### config.mk
export PLATFORM = sky130hd
export DESIGN_NAME = snowbro2_vtimer_flat
export DESIGN_NICKNAME = d
export VERILOG_FILES = /design/src/rtl/snowbro2_vtimer_if.sv /design/src/rtl/snowbro2_vtimer.sv /design/src/flat_wrapper.sv
export SDC_FILE = /design/constraint.sdc
export NUM_CORES = 1
export LEC_CHECK = 0
export CAP_MARGIN = 25
export CORE_ASPECT_RATIO = 0.9
export CORE_MARGIN = 3
export CORE_UTILIZATION = 47
export DETAILED_ROUTE_END_ITERATION = 6
export GPL_TIMING_DRIVEN = 0
export PLACE_DENSITY = 0.76
export SETUP_SLACK_MARGIN = 0.1
export SYNTH_ARGS = -nofsm -noshare
export SYNTH_HDL_FRONTEND = slang
export SYNTH_SLANG_ARGS = --single-unit
### constraint.sdc
create_clock -name CLK96 -period 2 [get_ports CLK96]
set_input_delay 0.2 -clock CLK96 [delete_from_list [all_inputs] [get_ports CLK96]]
set_output_delay 0.2 -clock CLK96 [all_outputs]
set_load 0.01 [all_outputs]
### src/rtl/snowbro2_vtimer_if.sv
// Video timing bundle between the Snow Bros 2 timing generator and its consumers.
// H_ADJ/V_ADJ exist only when SNOWBRO2_VTIMER_ADJ_EN is defined.
interface snowbro2_vtimer_if;
    logic       CEN675;
`ifdef SNOWBRO2_VTIMER_ADJ_EN
    logic [3:0] H_ADJ;
    logic [2:0] V_ADJ;
`endif
    logic [8:0] HCNT;
    logic [8:0] VCNT;
    logic       HBLANK;
    logic       VBLANK;
    logic       HSYNC;
    logic       VSYNC;
    logic       FRAME;
    logic       VINT;

    // Driver of the enable (and adjust values), consumer of the timing outputs.
    modport master (
        output CEN675,
`ifdef SNOWBRO2_VTIMER_ADJ_EN
        output H_ADJ,
        output V_ADJ,
`endif
        input  HCNT,
        input  VCNT,
        input  HBLANK,
        input  VBLANK,
        input  HSYNC,
        input  VSYNC,
        input  FRAME,
        input  VINT
    );

    // The timing generator itself.
    modport slave (
        input  CEN675,
`ifdef SNOWBRO2_VTIMER_ADJ_EN
        input  H_ADJ,
        input  V_ADJ,
`endif
        output HCNT,
        output VCNT,
        output HBLANK,
        output VBLANK,
        output HSYNC,
        output VSYNC,
        output FRAME,
        output VINT
    );
endinterface

### src/rtl/snowbro2_vtimer.sv
// Snow Bros 2 video timing generator: pixel/line counters, blanking, sync,
// frame toggle and one-cycle vblank interrupt, advanced by the 6.75 MHz enable.
// Optional macro SNOWBRO2_VTIMER_ADJ_EN adds signed sync shifts latched at frame wrap.
module snowbro2_vtimer #(
    parameter int unsigned H_TOTAL  = 432,
    parameter int unsigned H_ACTIVE = 320,
    parameter int unsigned HS_START = 352,
    parameter int unsigned HS_END   = 384,
    parameter int unsigned V_TOTAL  = 262,
    parameter int unsigned V_ACTIVE = 240,
    parameter int unsigned VS_START = 244,
    parameter int unsigned VS_END   = 247
) (
    input  logic             CLK96,
    input  logic             RESETn,
    snowbro2_vtimer_if.slave vt
);
    localparam logic [8:0] H_LAST = 9'(H_TOTAL - 1);
    localparam logic [8:0] V_LAST = 9'(V_TOTAL - 1);
    localparam logic [8:0] H_ACT  = 9'(H_ACTIVE);
    localparam logic [8:0] V_ACT  = 9'(V_ACTIVE);
    localparam logic signed [9:0] HS_LO = 10'(HS_START);
    localparam logic signed [9:0] HS_HI = 10'(HS_END);
    localparam logic signed [9:0] VS_LO = 10'(VS_START);
    localparam logic signed [9:0] VS_HI = 10'(VS_END);

    logic [8:0] hcnt_q, hcnt_d;
    logic [8:0] vcnt_q, vcnt_d;
    logic       hblank_q, hblank_d;
    logic       vblank_q, vblank_d;
    logic       hsync_q, hsync_d;
    logic       vsync_q, vsync_d;
    logic       frame_q, frame_d;
    logic       vint_q, vint_d;
    logic       h_wrap, v_wrap;
    logic signed [9:0] h_adj_ext, v_adj_ext;
    logic signed [9:0] h_pos, v_pos;

`ifdef SNOWBRO2_VTIMER_ADJ_EN
    logic [3:0] h_adj_q, h_adj_d;
    logic [2:0] v_adj_q, v_adj_d;

    // Adjust values only change at the frame wrap so sync is never truncated.
    always_comb begin
        h_adj_d = h_adj_q;
        v_adj_d = v_adj_q;
        if (vt.CEN675 && h_wrap && v_wrap) begin
            h_adj_d = vt.H_ADJ;
            v_adj_d = vt.V_ADJ;
        end
        h_adj_ext = 10'(signed'(h_adj_d));
        v_adj_ext = 10'(signed'(v_adj_d));
    end

    // Adjust latches.
    always_ff @(posedge CLK96 or negedge RESETn) begin
        if (!RESETn) begin
            h_adj_q <= 4'd0;
            v_adj_q <= 3'd0;
        end else begin
            h_adj_q <= h_adj_d;
            v_adj_q <= v_adj_d;
        end
    end
`else
    // Fixed sync windows.
    always_comb begin
        h_adj_ext = 10'sd0;
        v_adj_ext = 10'sd0;
    end
`endif

    // Next counters and decodes; decodes use the next values so there is no skew.
    always_comb begin
        hcnt_d   = hcnt_q;
        vcnt_d   = vcnt_q;
        hblank_d = hblank_q;
        vblank_d = vblank_q;
        hsync_d  = hsync_q;
        vsync_d  = vsync_q;
        frame_d  = frame_q;
        vint_d   = 1'b0;
        h_wrap   = (hcnt_q == H_LAST);
        v_wrap   = (vcnt_q == V_LAST);
        h_pos    = 10'(hcnt_q);
        v_pos    = 10'(vcnt_q);
        if (vt.CEN675) begin
            hcnt_d = h_wrap ? 9'd0 : hcnt_q + 9'd1;
            if (h_wrap) begin
                vcnt_d = v_wrap ? 9'd0 : vcnt_q + 9'd1;
                if (v_wrap) begin
                    frame_d = ~frame_q;
                end
            end
            h_pos    = 10'(hcnt_d);
            v_pos    = 10'(vcnt_d);
            hblank_d = (hcnt_d >= H_ACT);
            vblank_d = (vcnt_d >= V_ACT);
            hsync_d  = (h_pos >= HS_LO + h_adj_ext) && (h_pos < HS_HI + h_adj_ext);
            if (h_wrap) begin
                vsync_d = (v_pos >= VS_LO + v_adj_ext) && (v_pos < VS_HI + v_adj_ext);
                vint_d  = (vcnt_d == V_ACT);
            end
        end
    end

    // Timing state and registered outputs.
    always_ff @(posedge CLK96 or negedge RESETn) begin
        if (!RESETn) begin
            hcnt_q   <= 9'd0;
            vcnt_q   <= 9'd0;
            hblank_q <= 1'b0;
            vblank_q <= 1'b0;
            hsync_q  <= 1'b0;
            vsync_q  <= 1'b0;
            frame_q  <= 1'b0;
            vint_q   <= 1'b0;
        end else begin
            hcnt_q   <= hcnt_d;
            vcnt_q   <= vcnt_d;
            hblank_q <= hblank_d;
            vblank_q <= vblank_d;
            hsync_q  <= hsync_d;
            vsync_q  <= vsync_d;
            frame_q  <= frame_d;
            vint_q   <= vint_d;
        end
    end

    assign vt.HCNT   = hcnt_q;
    assign vt.VCNT   = vcnt_q;
    assign vt.HBLANK = hblank_q;
    assign vt.VBLANK = vblank_q;
    assign vt.HSYNC  = hsync_q;
    assign vt.VSYNC  = vsync_q;
    assign vt.FRAME  = frame_q;
    assign vt.VINT   = vint_q;
endmodule

### src/flat_wrapper.sv
// flat-port wrapper written by rule: the top's interface ports become plain ports
module snowbro2_vtimer_flat 
#(
    parameter int unsigned H_TOTAL  = 432,
    parameter int unsigned H_ACTIVE = 320,
    parameter int unsigned HS_START = 352,
    parameter int unsigned HS_END   = 384,
    parameter int unsigned V_TOTAL  = 262,
    parameter int unsigned V_ACTIVE = 240,
    parameter int unsigned VS_START = 244,
    parameter int unsigned VS_END   = 247
)
  (CLK96, RESETn, vt_CEN675, vt_HCNT, vt_VCNT, vt_HBLANK, vt_VBLANK, vt_HSYNC, vt_VSYNC, vt_FRAME, vt_VINT);
  snowbro2_vtimer_if vt_i ();
  input  logic CLK96;
  input  logic RESETn;
  input wire logic [$bits(vt_i.CEN675)-1:0] vt_CEN675;
  output wire logic [$bits(vt_i.HCNT)-1:0] vt_HCNT;
  output wire logic [$bits(vt_i.VCNT)-1:0] vt_VCNT;
  output wire logic [$bits(vt_i.HBLANK)-1:0] vt_HBLANK;
  output wire logic [$bits(vt_i.VBLANK)-1:0] vt_VBLANK;
  output wire logic [$bits(vt_i.HSYNC)-1:0] vt_HSYNC;
  output wire logic [$bits(vt_i.VSYNC)-1:0] vt_VSYNC;
  output wire logic [$bits(vt_i.FRAME)-1:0] vt_FRAME;
  output wire logic [$bits(vt_i.VINT)-1:0] vt_VINT;
  assign vt_i.CEN675 = vt_CEN675;
  assign vt_HCNT = vt_i.HCNT;
  assign vt_VCNT = vt_i.VCNT;
  assign vt_HBLANK = vt_i.HBLANK;
  assign vt_VBLANK = vt_i.VBLANK;
  assign vt_HSYNC = vt_i.HSYNC;
  assign vt_VSYNC = vt_i.VSYNC;
  assign vt_FRAME = vt_i.FRAME;
  assign vt_VINT = vt_i.VINT;
  snowbro2_vtimer #(.H_TOTAL(H_TOTAL), .H_ACTIVE(H_ACTIVE), .HS_START(HS_START), .HS_END(HS_END), .V_TOTAL(V_TOTAL), .V_ACTIVE(V_ACTIVE), .VS_START(VS_START), .VS_END(VS_END)) u_core (.CLK96(CLK96), .RESETn(RESETn), .vt(vt_i));
endmodule
Word level (Yosys, flattened, before mapping)
Index checks and enable logic that the tools add are counted.

storage, ports and cells
  register bits = 24
  input port bits = 3
  output and inout port bits = 24
  word-level logic and storage cells = 30

operators by class
  add/sub/neg operators = 2
  order comparisons = 6
  equal/unequal tests = 3
  muxes and demuxes = 6
  bitwise logic cells = 1
  reduce and logical (&&, ||, !) cells = 4

operators with widths
  kind                                                                                  count
  9-bit two-way mux                                                                     4
  9-bit by 1-bit adder with 9-bit output (second input constant)                        2
  9-bit == test (second input constant)                                                 2
  9-bit by 8-bit greater-or-equal comparator with 1-bit output (second input constant)  2
  9-bit greater-or-equal comparator (second input constant)                             2
  9-bit by 8-bit == test with 1-bit output (second input constant)                      1
  9-bit by 8-bit < comparator with 1-bit output (second input constant)                 1
  9-bit < comparator (second input constant)                                            1
  3-bit AND reduction                                                                   1
  1-bit logical AND                                                                     2
  1-bit two-way mux                                                                     2
  2-bit AND reduction                                                                   1
  1-bit NOT                                                                             1

Logic depth before layout (Yosys ltp)
  word-level depth = 7
  mapped depth = 8
  gate-level depth less buffers = 7

Least setup slack after synthesis
Ideal clock, no wire load.

  kind = flip-flop to flip-flop
  from = register u_core.vcnt_q[4] (netlist: u_core.vt.VCNT[4])
  to = register u_core.vsync_q (netlist: u_core.vt.VSYNC)
  setup time = 0.104 ns
  data arrival time = 2.021 ns
  required time = 1.896 ns
  path slack = -0.124 ns
  cell stages (with the launch flop) = 7
  path buffers = 1
  clock period less this slack = 2.124 ns
  path through = dfrtp_1 buf_6 or4b_4 nor4_4 o21ai_2 a221o_1 o41ai_2

between the ends
  longest elaborated chain between the ends = 6
  elaborated cells on any way between the ends = 8
  classes of those cells = add/sub: 1; order compare: 2; eq/ne: 1; mux: 3; reduce/logical: 1

ends and longest elaborated chain
  what                                                                                                                                  line                                          RTL
  start: declaration                                                                                                                    snowbro2_vtimer.sv:28                         logic [8:0] vcnt_q, vcnt_d;
  start signal: assignment                                                                                                              snowbro2_vtimer.sv:120                        vcnt_q <= vcnt_d;
  9-bit by 1-bit adder with 9-bit output / 9-bit == test (equally long branches)                                                        snowbro2_vtimer.sv:90, snowbro2_vtimer.sv:84
  9-bit two-way mux                                                                                                                     snowbro2_vtimer.sv:90                         vcnt_d = v_wrap ? 9'd0 : vcnt_q + 9'd1;
  9-bit two-way mux *                                                                                                                   snowbro2_vtimer.sv:89                         if (h_wrap) begin
  9-bit two-way mux *                                                                                                                   snowbro2_vtimer.sv:87                         if (vt.CEN675) begin
  9-bit by 8-bit greater-or-equal comparator with 1-bit output / 9-bit by 8-bit < comparator with 1-bit output (equally long branches)  snowbro2_vtimer.sv:101                        vsync_d = (v_pos >= VS_LO + v_adj_ext) && (v_pos < VS_HI + v_adj_ext);
  1-bit logical AND *                                                                                                                   snowbro2_vtimer.sv:101
  end signal: assignment                                                                                                                snowbro2_vtimer.sv:124                        vsync_q <= vsync_d;
  end: declaration                                                                                                                      snowbro2_vtimer.sv:32                         logic vsync_q, vsync_d;

Every way passes the cells marked *; elsewhere a longest branch is shown, timed or not. The select of a mux whose other input is x is not followed.
A chain may end at the register's enable or synchronous reset.

Final worst setup path
  from = register u_core.vcnt_q[4] (netlist: u_core.vt.VCNT[4])
  to = register u_core.vcnt_q[7] (netlist: u_core.vt.VCNT[7])

between the ends
  longest elaborated chain between the ends = 4
  elaborated cells on any way between the ends = 5
  classes of those cells = add/sub: 1; eq/ne: 1; mux: 3

ends and longest elaborated chain
  what                                                                            line
  9-bit by 1-bit adder with 9-bit output / 9-bit == test (equally long branches)  snowbro2_vtimer.sv:90, snowbro2_vtimer.sv:84
  9-bit two-way mux *                                                             snowbro2_vtimer.sv:90
  9-bit two-way mux *                                                             snowbro2_vtimer.sv:89
  9-bit two-way mux *                                                             snowbro2_vtimer.sv:87

Marked as above.

==> summary.md <==
| Metric | Value |
|---|---|
| H-tree depth | 1 |
| Leakage dissipation | 0.841 nW |
| # IOs | 27 |
| Total Wirelength | 4390 um |
| Critical path launch point type | flip-flop |
| Failing checks | setup timing |
| Synth warn | 0 |
| Crit path kind | flip-flop to flip-flop |
| DRT antenna net count | 0 |
| Worst vdd ir | 0.493 mV |
| Fillers | 189 |
| Fmax achieved | 467 MHz |
| Total grt overflow | 0 |
| Period utilization | 1.07 |
| Power density cells | 565 nW/um^2 |
| Avg Vias per Cell | 5.99 |
| Setup violators final | 11 |
| RSZ-0062 raised after global routing | yes |
| Status | finished, violations left |
| Worst Hold Class | input port to async pin |
| DRT Pass-1 Iters | 4 |
| Area delta synth->final | 49.7% |
| Initial Util | 0.513 |
| Final hold violation count | 0 |
| Worst-path fanout max | 5 |
| Syn_area_per_cell | 8.73 sq um |
| Die Wd | 64.9 um |
| Post-synthesis register bit count | 24 |
| Critical path data required time | 2.21 ns |
| Sequential fraction of the synthesis area | 0.410 |
| Top FF cell, synth | dfrtp_1 |
| Post-CTS Hold Fix Bufs | 0 |
| Worst clock skew | 0.00968 ns |
| Total clock buffers created by CTS | 3 |
| Synth area leaders | dfrtp_1 41%, nand2_1 5.4%, o21ai_0 4.4% |
| Clk_lat worst skew | 0.32 ns |
| Worst-margin pin slew | 0.594 ns |
| Largest net degree at the start of global routing | 14 |
| First-pass GRT wire length | 6550 um |
| Crit path capture type | flip-flop |
| Worst hold slack | 0.231 ns |
| Antenna violations before repair | 0 |
| Layout cells sized above 1 | 0.260 |
| Top-count cell post-synth | dfrtp_1 |
| Sinks on the clock net | 24 |
| Distinct cells, synth | 44 |
| Final std cells w/o fill | 263 |
| Syn Inst Count | 168 |
| Core Area | 2860 sq um |
| ANT cells | 0 |
| Chip height | 59.0 um |
| Mapped cell area | 1470 sq um |
| Aggregate global-route resource usage | 0.219 |
| Commonest cells in the netlist | 24 x dfrtp_1, 21 x nand2_1, 13 x o21ai_0 |
| Clk pin slew, worst setup/hold paths | 0.14 ns |
| GPL Wtd Cong | 0.806 |
| # nets final | 230 |
| Max-slew violation count | 0 |
| Area occupied by multi-input gates | 912 sq um |
| Worst Setup Slack, final | -0.143 ns |
| Placed Instances | 235 |
| Post-synth EDFFs | 0 |
| Worst Path Arrival | 2.35 ns |
| Normalized max-slew margin | 0.603 |
| Dpl hpwl | 2660 um |
| Tmin final | 2.14 ns |
| Initial drt markers | 141 |
| Synth area leader | dfrtp_1 |
| Place WS | -0.360 ns |
| Worst-case clock buffer depth | 2 |
| Wirelength per Cell | 16.7 um |
| Cell row count | 18 |
| Number of max-cap violations | 0 |
| Post-route DRC | 0 |
| Root Buffer | clkbuf_4 |
| Vias | 1575 |
| CTS tree | done |
| Mapped Nets | 174 |
| Seq. cell area | 603 sq um |
| Async SR Flop Fraction | 1.00 |
| # port buffers | 26 |
| Number of global-route vias before repair | 1405 |
| Die area | 3830 sq um |
| Yosys top cell area share | 0.410 |
## cell type report
type / instances / area share
Clock buffer: 4 / 0.0165
Tap cell: 40 / 0.0228
Sequential cell: 24 / 0.275
Timing Repair Buffer: 51 / 0.223
Inverter: 5 / 0.00855
Buffer: 12 / 0.0382
Multi-Input combinational cell: 127 / 0.416
## where the power goes
| part | internal (W) | total (W) | switching [W] |
|---|---|---|---|
| logic | 0.000198 | 0.000352 | 0.000154 |
| clock network | 0.000111 | 0.000263 | 0.000151 |
| registers | 0.000541 | 0.000625 | 0.0000843 |
## through the flow
stage	cell area [sq um]	util	TNS [ns]	total power (W)
final	2190	0.767	-1.06	0.00124
after global routing	2190	0.767	-2.16	0.00131
after CTS	2020	0.706	-0.189	0.00121
after detailed placement	1800	0.629	-1.34	0.000933
after global placement	1790	0.624	-0.940	0.000921
after floorplan	1480	-	-0.109	0.000761
## flip-flops by register name (all words and copies together) (netlist names)
register	count
u_core.vt.HCNT	9
u_core.vt.HBLANK	1
u_core.vt.VSYNC	1
u_core.vt.VCNT	9
u_core.vt.FRAME	1
u_core.vt.VBLANK	1
u_core.vt.VINT	1
u_core.vt.HSYNC	1
## critical path: stages, from the launching register on
cell and delay [ns]:
dfrtp_1 0.41, buf_6 0.12, or4b_4 0.49, nor4_4 0.26, buf_4 0.19, buf_6 0.12
buf_6 0.10, buf_12 0.09, nor2_1 0.04, o21ai_1 0.11, o41ai_1 0.09
## cells in the final DEF, fill, tap and decap left out, types with 2 or more instances in the layout
cell type,count
clkdlybuf4s50_1,26
dfrtp_1,22
nand2_1,20
buf_4,18
nor2_1,12
buf_6,9
nand3_1,9
o21ai_1,7
clkbuf_1,6
inv_1,5
nand4_1,5
o21ai_0,5
and3_1,4
xnor2_1,4
nor3_1,3
a31oi_1,3
nor2b_1,3
o31ai_1,3
o22ai_1,3
ha_1,3
clkbuf_4,3
and3_4,2
buf_8,2
nor4_2,2
o21ai_2,2
a21oi_1,2
nand2b_1,2
nor4_1,2
or3_1,2
mux2i_1,2
dfrtp_2,2
## per-layer routing
layer,global-route usage,part of all wire
met1,0.296,0.43
met2,0.360,0.48
met3,0.0512,0.078
met4,0.0482,0.0052
met5,0,0
## cells by family (layout without fill, tap and decap cells)
group                    count (synthesis)  after routing  share of synthesized area
AO/OA/AOI/OAI                           41             41                      0.192
XOR/XNOR                                 5              5                     0.0299
adder cells (fa/ha/maj)                  3              3                     0.0256
buffers and inverters                   17             72                     0.0512
flip-flops                              24             24                      0.410
multiplexers                             2              2                     0.0137
AND/OR/NAND/NOR                         76             76                      0.278
## repair_timing
item                                    4_1_cts  5_1_grt
buffers inserted                             10       15
pin swaps                                     7       10
gates resized for setup                      30       17
endpoints found under the setup margin       13       14
## worst paths after layout
check,start,end,slack [ns],cells after the start
min reg2reg,u_core.vt.FRAME,u_core.vt.FRAME,0.49,1
max in group asynchronous,RESETn,u_core.vt.HCNT[3],1.26,2
max reg2reg,u_core.vt.VCNT[4],u_core.vt.VCNT[7],-0.14,10
min in group CLK96,u_core.vt.FRAME,u_core.vt.FRAME,0.49,1
min,RESETn,u_core.vt.VCNT[3],0.23,1
max,u_core.vt.VCNT[4],u_core.vt.VCNT[7],-0.14,10
(Power assumes the default switching activity.)
